**src/rtl/alu_cmd_sequencer.sv**
```systemverilog
// Command sequencer in front of the 4-bit combinational ALU, with a chaining accumulator.
// Optional divide-by-zero guard enabled by defining ALU_DIVZERO_GUARD_EN.
module alu_cmd_sequencer #(
  parameter int                 DATA_W   = 4,
  parameter logic [DATA_W-1:0]  ACC_INIT = '0
) (
  input  logic              clk,
  input  logic              rst_n,
  input  logic              cmd_valid,
  output logic              cmd_ready,
  input  logic [2:0]        cmd_oc,
  input  logic [DATA_W-1:0] cmd_a,
  input  logic [DATA_W-1:0] cmd_b,
  input  logic              cmd_use_acc,
  input  logic              acc_clear,
  output logic [2:0]        alu_oc,
  output logic [DATA_W-1:0] alu_a,
  output logic [DATA_W-1:0] alu_b,
  input  logic [DATA_W-1:0] alu_f,
  output logic              res_valid,
  input  logic              res_ready,
  output logic [DATA_W-1:0] res_data,
  output logic              res_err,
  output logic [DATA_W-1:0] acc
);

  typedef enum logic [1:0] {IDLE, ISSUE, DONE} state_t;

  state_t            state_q, state_d;
  logic              run_q;
  logic              accept;
  logic              div_zero;
  logic [DATA_W-1:0] cap_val;

  // run_q keeps cmd_ready low until the first clock after reset release
  assign cmd_ready = run_q && (state_q == IDLE);
  assign res_valid = (state_q == DONE);
  assign accept    = cmd_valid && cmd_ready;

`ifdef ALU_DIVZERO_GUARD_EN
  assign div_zero = (alu_oc == 3'b011) && (alu_b == '0);
`else
  assign div_zero = 1'b0;
`endif

  assign cap_val = div_zero ? '1 : alu_f;

  always_ff @(posedge clk or negedge rst_n) begin
    if (!rst_n) state_q <= IDLE;
    else        state_q <= state_d;
  end

  always_comb begin
    state_d = state_q;
    case (state_q)
      IDLE:    if (accept) state_d = ISSUE;
      ISSUE:   state_d = DONE;
      DONE:    if (res_ready) state_d = IDLE;
      default: state_d = IDLE;
    endcase
  end

  always_ff @(posedge clk or negedge rst_n) begin
    if (!rst_n) begin
      run_q    <= 1'b0;
      alu_oc   <= '0;
      alu_a    <= '0;
      alu_b    <= '0;
      res_data <= '0;
      res_err  <= 1'b0;
      acc      <= ACC_INIT;
    end else begin
      run_q <= 1'b1;
      case (state_q)
        IDLE: begin
          if (acc_clear) acc <= ACC_INIT;
          if (accept) begin
            alu_oc <= cmd_oc;
            alu_b  <= cmd_b;
            // a same-cycle clear wins over the stale accumulator value
            alu_a  <= cmd_use_acc ? (acc_clear ? ACC_INIT : acc) : cmd_a;
          end
        end
        ISSUE: begin
          res_data <= cap_val;
          acc      <= cap_val;
          res_err  <= div_zero;
        end
        DONE: begin
          if (acc_clear) acc <= ACC_INIT;
        end
        default: ;
      endcase
    end
  end

endmodule
```
**config.mk**
```make
export PLATFORM = sky130hd
export DESIGN_NAME = alu_cmd_sequencer
export DESIGN_NICKNAME = d
export VERILOG_FILES = /design/src/rtl/alu_cmd_sequencer.sv
export SDC_FILE = /design/constraint.sdc
export NUM_CORES = 1
export LEC_CHECK = 0
export CORE_MARGIN = 2
export CORE_UTILIZATION = 44
export CTS_BUF_LIST = sky130_fd_sc_hd__clkbuf_16
export CTS_CLUSTER_DIAMETER = 30
export CTS_CLUSTER_SIZE = 12
export DETAILED_ROUTE_END_ITERATION = 16
export GPL_ROUTABILITY_DRIVEN = 0
export PLACE_DENSITY = 0.89
export SYNTH_ARGS = -nofsm -noshare
export SYNTH_HDL_FRONTEND = slang
export SYNTH_SLANG_ARGS = --single-unit
```
**constraint.sdc**
```tcl
create_clock -name clk -period 2.65 [get_ports clk]
set_input_delay 0.265 -clock clk [delete_from_list [all_inputs] [get_ports clk]]
set_output_delay 0.265 -clock clk [all_outputs]
set_load 0.01 [all_outputs]
```
==> results of run 1 <==
state kept, by name, summed over array words and instances, names as in the netlist:
signal    count
alu_oc        3
acc           4
res_data      4
run_q         1
state_q       2
alu_a         4
alu_b         4
where the power goes:
part | switching (uW) | internal (uW) | total, uW | leakage [uW]
combinational | 126 | 235 | 361 | 0.000313
sequential | 52.6 | 417 | 470 | 0.000264
clock | 112 | 299 | 411 | 0.0000511
cells in the mapped netlist (2+ instances only):
| master | n |
|---|---|
| mux2_2 | 10 |
| nor2b_1 | 4 |
| mux2i_1 | 8 |
| nor2_1 | 8 |
| buf_6 | 2 |
| a21oi_1 | 8 |
| conb_1 | 2 |
| dfrtp_1 | 22 |
area by class of cell:
class | count | area [um2] | area share, %
Multi-Input combinational cell | 46 | 362 | 24.5
Clock inverter | 1 | 30.0 | 2.04
Tap cell | 28 | 35.0 | 2.38
Sequential cell | 22 | 551 | 37.4
Timing Repair Buffer | 42 | 418 | 28.4
Inverter | 1 | 3.75 | 0.255
Clock buffer | 3 | 75.1 | 5.09
cells by family after synthesis:
logic type	Yosys count	synth area share, %
flops	22	56.6
simple gates	16	10.4
other cells	2	0.771
mux	19	21.3
buf+inv	7	6.30
compound gates	9	4.63
per-stage QoR:
step	worst slack [ns]	total power (uW)	util, %
2_1_floorplan	1.21	631	-
5_1_grt	0.643	1310	68.6
6_report	0.718	1240	68.6
3_3_place_gp	0.856	831	63.7
3_5_place_dp	0.795	842	63.7
4_1_cts	0.704	1260	68.6
worst max-delay path, delay by kind of cell (launching register included):
kind / cells / cell delay (ns)
flip-flops: 1 / 0.57
buffers and inverters: 2 / 0.57
AND/OR/NAND/NOR: 1 / 0.28
final timing paths:
| check | endpoint | depth (start not counted) | slack, ns |
|---|---|---|---|
| max in group asynchronous | res_data[0] | 1 | 1.52 |
| max reg2reg | alu_oc[2] | 3 | 0.92 |
| min | res_data[0] | 1 | 0.50 |
| max | res_valid | 3 | 0.72 |
| min in group asynchronous | acc[0] | 1 | 0.55 |
| min reg2reg | res_data[0] | 1 | 0.50 |
routing by layer:
layer / GRT usage (%) / wire (um)
met4: 9.01 / 10
met1: 21.7 / 823
met5: 0 / 0
met2: 27.7 / 940
met3: 4.09 / 141
==> impl_metrics.csv, run 1 <==
group,metric,value,unit
layout,syn_to_final_growth,51.4,%
placed_design,numPlacedInstances,139,
critical_path,cp_data_arrival_time,1.67,ns
layout,final_cell_mix,"clkdlybuf4s50_1 (41), dfrtp_1 (22), mux2_2 (10)",
yosys,synth.distinct_cells,19,
timing,tns,0,ns
clocking,cts_resized,0,
critical_path,endpoint_kind,"output pin",
yosys,synth_top_area_share,56.6,%
yosys,ys_warn_count,0,
job,cap_violations,0,
critical_path,worstReg2RegStart,"state_q[1]",
yosys,synth_ff_type,"dfrtp_1",
floorplan,coreArea,2150,um2
critical_path,crit_path_max_fanout,8,
routing,remaining_drc_errors,0,
placed_design,dp_hpwl,1470,um
floorplan,initial_core_util,45.3,%
clocking,clockBufferDepth,2,
yosys,mappedNetlistNets,96,
clocking,post_cts_buffers,0,
global_routing,grt_pass1_vias,755,
clocking,htree_levels,1,
min_path,hold_class,"reg2reg",
timing,timing_hold_violations_final,0,
power,ir_worst_vdd,0.000460,V
yosys,synthCells,75,
layout,mostFrequentLayoutCell,"clkdlybuf4s50_1",
clocking,path_clk_slew,0.06,ns
timing,finalCritPeriodShare,72.9,%
placed_design,placed_area,1370,um2
routing,ant_nets,0,
routing,first_pass_iters,2,
floorplan,die_y,51.0,um
floorplan,rows,17,
yosys,synth_edf_count,0,
placed_design,io_buffer_count,41,
yosys,synth_top_area_cell,"dfrtp_1",
power,p_leak,0.000628,uW
critical_path,crit_path_max_incr_delay,0.57,ns
timing,timing.slew.headroom,36.0,%
global_routing,grt.overflow.total,0,
power,powerDensity,843,nW/um2
clocking,cts.sinks,22,
layout,n_antenna_cell,0,
floorplan,die_x,51.0,um
timing,period_minus_slack,1.93,ns
layout,drive_gt1_share,14.8,%
layout,num-nets-final,137,
global_routing,antenna_found_initial,0,
floorplan,ioPinCount,43,
critical_path,path_cells,"or2b_1 > inv_1 > clkdlybuf4s50_1",
routing,routed_wl,1920,um
critical_path,criticalPathCategory,"reg2out",
yosys,syn-cell-area,973,um2
critical_path,critPathLaunch,"state_q[1]",
timing,skew,0.00264,ns
clocking,clk_latency,0.25,ns
outcome,status,"complete, no violations",
clocking,cts_tree,"yes",
routing,wl_per_cell,13.4,um
global_routing,grt_usage,17.3,%
layout,fillers,162,
yosys,ys_async_sr_fraction,100,%
clocking,root_buffer,"clkbuf_16",
yosys,synth_area_per_cell,13.0,um2
timing,setup_viol,0,
timing,fmax,518,MHz
timing,grt_setup_unrepaired,"false",
timing,slew_violations,0,
global_routing,grt_max_degree,23,
layout,finish.instance_area,1470,um2
clocking,cts_hold_buf,0,
yosys,synth_seq_area_share,56.6,%
min_path,min_from,"res_data[0]",
critical_path,worstPathRequired,2.38,ns
layout,final_cell_count_no_fill,143,
global_routing,grt_pass1_wl,3340,um
timing,fin_hold_ws,0.503,ns
yosys,ys_ff_latch,22,
routing,dr.first_iter.drc_count,3,
clocking,cts_made_buffers,3,
floorplan,die-area,2600,um2
critical_path,startpoint_type,"register",
yosys,ys_top_cells_by_area,"dfrtp_1 (57%), mux2_2 (12%), mux2i_1 (8.2%), a21oi_1 (4.1%), nor2_1 (3.1%)",
critical_path,crit_path_top_delay_cell,"dfrtp_1",
routing,vias,702,
timing,worst_pin_slew,0.957,ns
routing,avgViaCountPerCell,4.91,
No activity file was read; power rests on OpenSTA's default activity.
==> run 2, diff against run 1 <==
Settings changed: CORE_UTILIZATION 44 to 37, PLACE_DENSITY 0.89 to 0.8.
Clock period 2.65 ns to 1.6 ns, I/O delays scaled along.
==> run 2 against run 1 <==
  * Worst setup slack got worse by 0.61 ns
  * Non-clock buffer count up 7
  * Sequential cell count unchanged
  * Clock-buffer cell count stayed put
  * Core utilization decreased by 8.0 points
  * Sequential share of layout area down 0.60 points
  * Largest cell class unchanged
  * Largest power group unchanged
==> impl_metrics.csv, run 2 (synthesis gave the netlist of run 1 again) <==
group,metric,value,unit
placed_design,dp_hpwl,1460,um
critical_path,crit_family,"flip-flops",
min_path,hold_class,"in2async",
power,ir_worst_vdd,0.00100,V
floorplan,die_x,55.3,um
clocking,clk_latency,0.25,ns
timing,period_minus_slack,1.49,ns
routing,remaining_drc_errors,0,
critical_path,criticalPathCategory,"reg2reg",
layout,fillers,213,
global_routing,grt.overflow.total,0,
clocking,cts.sinks,22,
critical_path,crit_path_top_delay_cell,"dfrtp_2",
critical_path,path_common_cell,"buf_4",
timing,tns,0,ns
layout,seqCellArea,552,um2
routing,ant_nets,0,
timing,setup_viol,0,
clocking,clockBufferDepth,2,
layout,mostFrequentLayoutCell,"clkdlybuf4s50_1",
timing,grt_setup_unrepaired,"false",
routing,wl_per_cell,12.7,um
timing,finalCritPeriodShare,93.0,%
layout,num-nets-final,144,
layout,multiInputGateArea,362,um2
clocking,htree_levels,1,
critical_path,crit_path_max_fanout,8,
critical_path,crit_buf_inv,2,
timing,skew,0.00195,ns
outcome,status,"complete, no violations",
routing,first_pass_iters,4,
power,p_leak,0.000656,uW
clocking,cts_made_buffers,3,
critical_path,r2r_end,"alu_b[1]",
global_routing,grt_max_degree,23,
placed_design,io_buffer_count,41,
clocking,root_buffer,"clkbuf_16",
layout,final_cell_mix,"clkdlybuf4s50_1 (39), dfrtp_1 (21), mux2_2 (10)",
global_routing,antenna_found_initial,0,
routing,vias,718,
floorplan,rows,18,
routing,routed_wl,1920,um
layout,n_antenna_cell,0,
global_routing,grt_pass1_vias,798,
clocking,path_clk_slew,0.05,ns
floorplan,initial_core_util,39.3,%
critical_path,path_depth,4,
layout,drive_gt1_share,19.7,%
floorplan,die_y,55.3,um
critical_path,worstPathRequired,1.73,ns
job,cap_violations,0,
timing,fmax,672,MHz
timing,slew_violations,0,
critical_path,critPathLaunch,"state_q[0]",
routing,dr.first_iter.drc_count,4,
critical_path,worstRegToRegCells,4,
floorplan,coreArea,2480,um2
global_routing,grt_usage,13.4,%
critical_path,crit_path_max_incr_delay,0.43,ns
clocking,cts_hold_buf,0,
critical_path,path_cells,"buf_4 > nor4bb_4 > buf_4 > mux2_2",
critical_path,cp_data_arrival_time,1.62,ns
floorplan,die-area,3060,um2
critical_path,startpoint_type,"register",
critical_path,r2r_slack,0.11,ns
floorplan,ioPinCount,43,
timing,timing_hold_violations_final,0,
global_routing,grt_pass1_wl,3340,um
critical_path,critPathCapture,"alu_b[1]",
critical_path,worstReg2RegStart,"state_q[0]",
layout,syn_to_final_growth,54.2,%
routing,avgViaCountPerCell,4.72,
critical_path,endpoint_kind,"register",
power,power,1910,uW
power,powerDensity,1270,nW/um2
clocking,cts_tree,"yes",
run 2: metal layers:
metal / global-route usage [%] / routed length, um / vias up / share of wire, %
met5: 0 / 0 / - / 0
met4: 0 / 0 / 0 / 0
met3: 5.39 / 148 / 0 / 7.7
met2: 25.0 / 1000 / 28 / 52
met1: 15.1 / 773 / 344 / 40
li1: - / - / 346 / -
run 2: worst min path at each step:
stage / to / slack [ns] / cells after the start
3_3_place_gp: res_data[2] / 0.49 / 1
4_1_cts: run_q / 0.27 / 2
6_report: run_q / 0.26 / 2
3_5_place_dp: alu_oc[0] / 0.50 / 1
2_1_floorplan: acc[0] / -0.14 / 0
5_1_grt: state_q[1] / 0.30 / 2
run 2: power breakdown:
part           total, uW  internal [uW]  switching [uW]
combinational        633            405             227
clock                505            332             173
sequential           769            692            77.1
run 2: layout make-up:
| class | instances | area share (%) |
|---|---|---|
| repair buffers | 49 | 31.2 |
| clock inverters | 1 | 0.250 |
| inverters | 1 | 0.250 |
| well taps | 30 | 2.50 |
| clock buffers | 3 | 5.00 |
| flip-flops and latches | 22 | 36.7 |
| multi-input cells | 46 | 24.1 |
run 2: worst reg2reg max path, cell delays in order (launching register included):
cell and delay [ns]:
dfrtp_2 0.43, buf_4 0.15, nor4bb_4 0.24, buf_4 0.20, mux2_2 0.35
run 2: stage by stage:
step / area [um2] / hold slack (ns) / worst slack, ns / util (%) / cells
after floorplan: 973 / -0.136 / 0.158 / - / 75
after global placement: 1400 / 0.488 / 0.157 / 56.6 / 145
after detailed placement: 1400 / 0.495 / 0.130 / 56.6 / 145
after CTS: 1500 / 0.271 / 0.114 / 60.6 / 152
after global routing: 1500 / 0.299 / 0.0547 / 60.6 / 152
final: 1500 / 0.258 / 0.112 / 60.6 / 152
run 2: what timing repair did:
item | 4_1_cts | 5_1_grt
buffers inserted | 3 | 0
setup endpoints to repair | 2 | 0
resized for setup | 3 | 0
==> run 3, diff against run 2 <==
Settings changed: CORE_UTILIZATION 37 to 34, PLACE_DENSITY 0.8 to 0.75.
==> run 3 against run 2 <==
  * Register-to-register slack got worse by 0.03 ns
  * Sequential power about the same
  * Largest power group unchanged
  * First-iteration DRC count increased to 3.3 times the previous value
  * Power increased by 1.5%
  * Critical path type unchanged
  * Clock skew increased by 0.0020 ns
  * Global-route usage decreased by 0.54 points
  * Via count decreased by 0.97%
==> impl_metrics.csv, run 3 (synthesis gave the netlist of run 1 again) <==
group,metric,value,unit
layout,n_antenna_cell,0,
clocking,cts.sinks,22,
critical_path,r2r_end,"alu_b[1]",
timing,fmax,657,MHz
clocking,clk_latency,0.26,ns
placed_design,post-place-ws,0.0540,ns
global_routing,grt.overflow.total,0,
timing,grt_setup_unrepaired,"false",
clocking,root_buffer,"clkbuf_16",
floorplan,coreArea,2730,um2
critical_path,cp_data_arrival_time,1.67,ns
timing,skew,0.00394,ns
layout,drive_gt1_share,19.0,%
power,p_leak,0.000652,uW
floorplan,die_x,57.5,um
timing,period_minus_slack,1.52,ns
critical_path,endpoint_kind,"register",
global_routing,grt_pass1_vias,768,
power,ir_worst_vdd,0.000763,V
critical_path,worstRegToRegCells,4,
routing,wl_per_cell,13.2,um
routing,avgViaCountPerCell,4.68,
outcome,status,"complete, no violations",
timing,slew_violations,0,
routing,remaining_drc_errors,0,
critical_path,criticalPathCategory,"reg2reg",
timing,fin_ws,0.0776,ns
floorplan,die_y,57.5,um
placed_design,dp_hpwl,1490,um
power,powerDensity,1290,nW/um2
critical_path,critPathLaunch,"state_q[1]",
layout,syn_to_final_growth,54.0,%
timing,tns,0,ns
global_routing,grt_max_degree,23,
clocking,cts_hold_buf,0,
min_path,hold_class,"in2async",
routing,ant_nets,0,
critical_path,r2r_slack,0.08,ns
global_routing,antenna_found_initial,0,
critical_path,startpoint_type,"register",
critical_path,crit_path_max_fanout,16,
timing,fin_hold_ws,0.250,ns
routing,dr.first_iter.drc_count,13,
layout,num-nets-final,143,
layout,final_cell_mix,"clkdlybuf4s50_1 (39), dfrtp_1 (21), mux2_2 (10)",
routing,first_pass_iters,4,
timing,timing_hold_violations_final,0,
job,cap_violations,0,
clocking,clockBufferDepth,2,
clocking,path_clk_slew,0.06,ns
clocking,cts_tree,"yes",
clocking,cts_made_buffers,3,
timing,finalCritPeriodShare,95.2,%
critical_path,worstPathRequired,1.74,ns
layout,mostFrequentLayoutCell,"clkdlybuf4s50_1",
routing,routed_wl,2000,um
global_routing,grt_usage,12.8,%
floorplan,rows,19,
floorplan,die-area,3310,um2
critical_path,critPathCapture,"alu_b[1]",
global_routing,grt_pass1_wl,3290,um
routing,vias,711,
critical_path,worstReg2RegStart,"state_q[1]",
timing,setup_viol,0,
floorplan,initial_core_util,35.6,%
floorplan,ioPinCount,43,
clocking,htree_levels,1,
placed_design,io_buffer_count,41,
run 3: cell types whose count changed in the layout (fill, tap and decap cells not counted), sizes merged:
cell  delta
buf      -1
run 3: timing repair:
action                                  in CTS  in global routing
gates resized for setup                      3                  1
buffers inserted                             3                  0
endpoints found under the setup margin       2                  4
run 3: area by class of cell:
cell class | instances | area [um2]
multi-input combinational | 46 | 362
sequential | 22 | 552
clock buffer | 3 | 75.1
tap | 31 | 38.8
inverter | 1 | 3.75
fill | 231 | 1230
clock inverter | 1 | 3.75
timing repair buffer | 48 | 464
run 3: critical path: stages, from the launching register on:
cell and delay [ns]:
dfrtp_2 0.43, buf_4 0.15, nor4bb_4 0.28, buf_6 0.21, mux2_2 0.35
run 3: routing by layer:
metal,routed length [um],global-route usage (%),vias up,share of wire (%)
met1,854,16.1,342,43
li1,-,-,339,-
met4,35,5.98,0,1.7
met2,979,21.4,26,49
met3,132,2.27,4,6.6
met5,0,0,-,0
run 3: worst min path at each step:
stage | startpoint | to | slack [ns] | cells after the start
floorplan | rst_n | acc[0] | -0.14 | 0
global placement | res_data[2] | res_data[2] | 0.49 | 1
detailed placement | res_data[1] | res_data[1] | 0.50 | 1
CTS | rst_n | alu_oc[0] | 0.26 | 2
global route | rst_n | alu_oc[0] | 0.30 | 2
finish | rst_n | alu_oc[0] | 0.25 | 2
run 3: power by group:
group / switching, uW / internal, uW
clock network: 198 / 334
registers: 76.6 / 692
logic: 229 / 406
run 3: metrics by stage:
step	power (uW)	utilization [%]	cells	instance area (um2)
final	1940	54.8	152	1500
after CTS	1950	54.7	152	1500
after floorplan	1050	-	75	973
after detailed placement	1410	51.0	145	1400
after global placement	1390	51.0	145	1400
after global routing	2020	54.8	152	1500
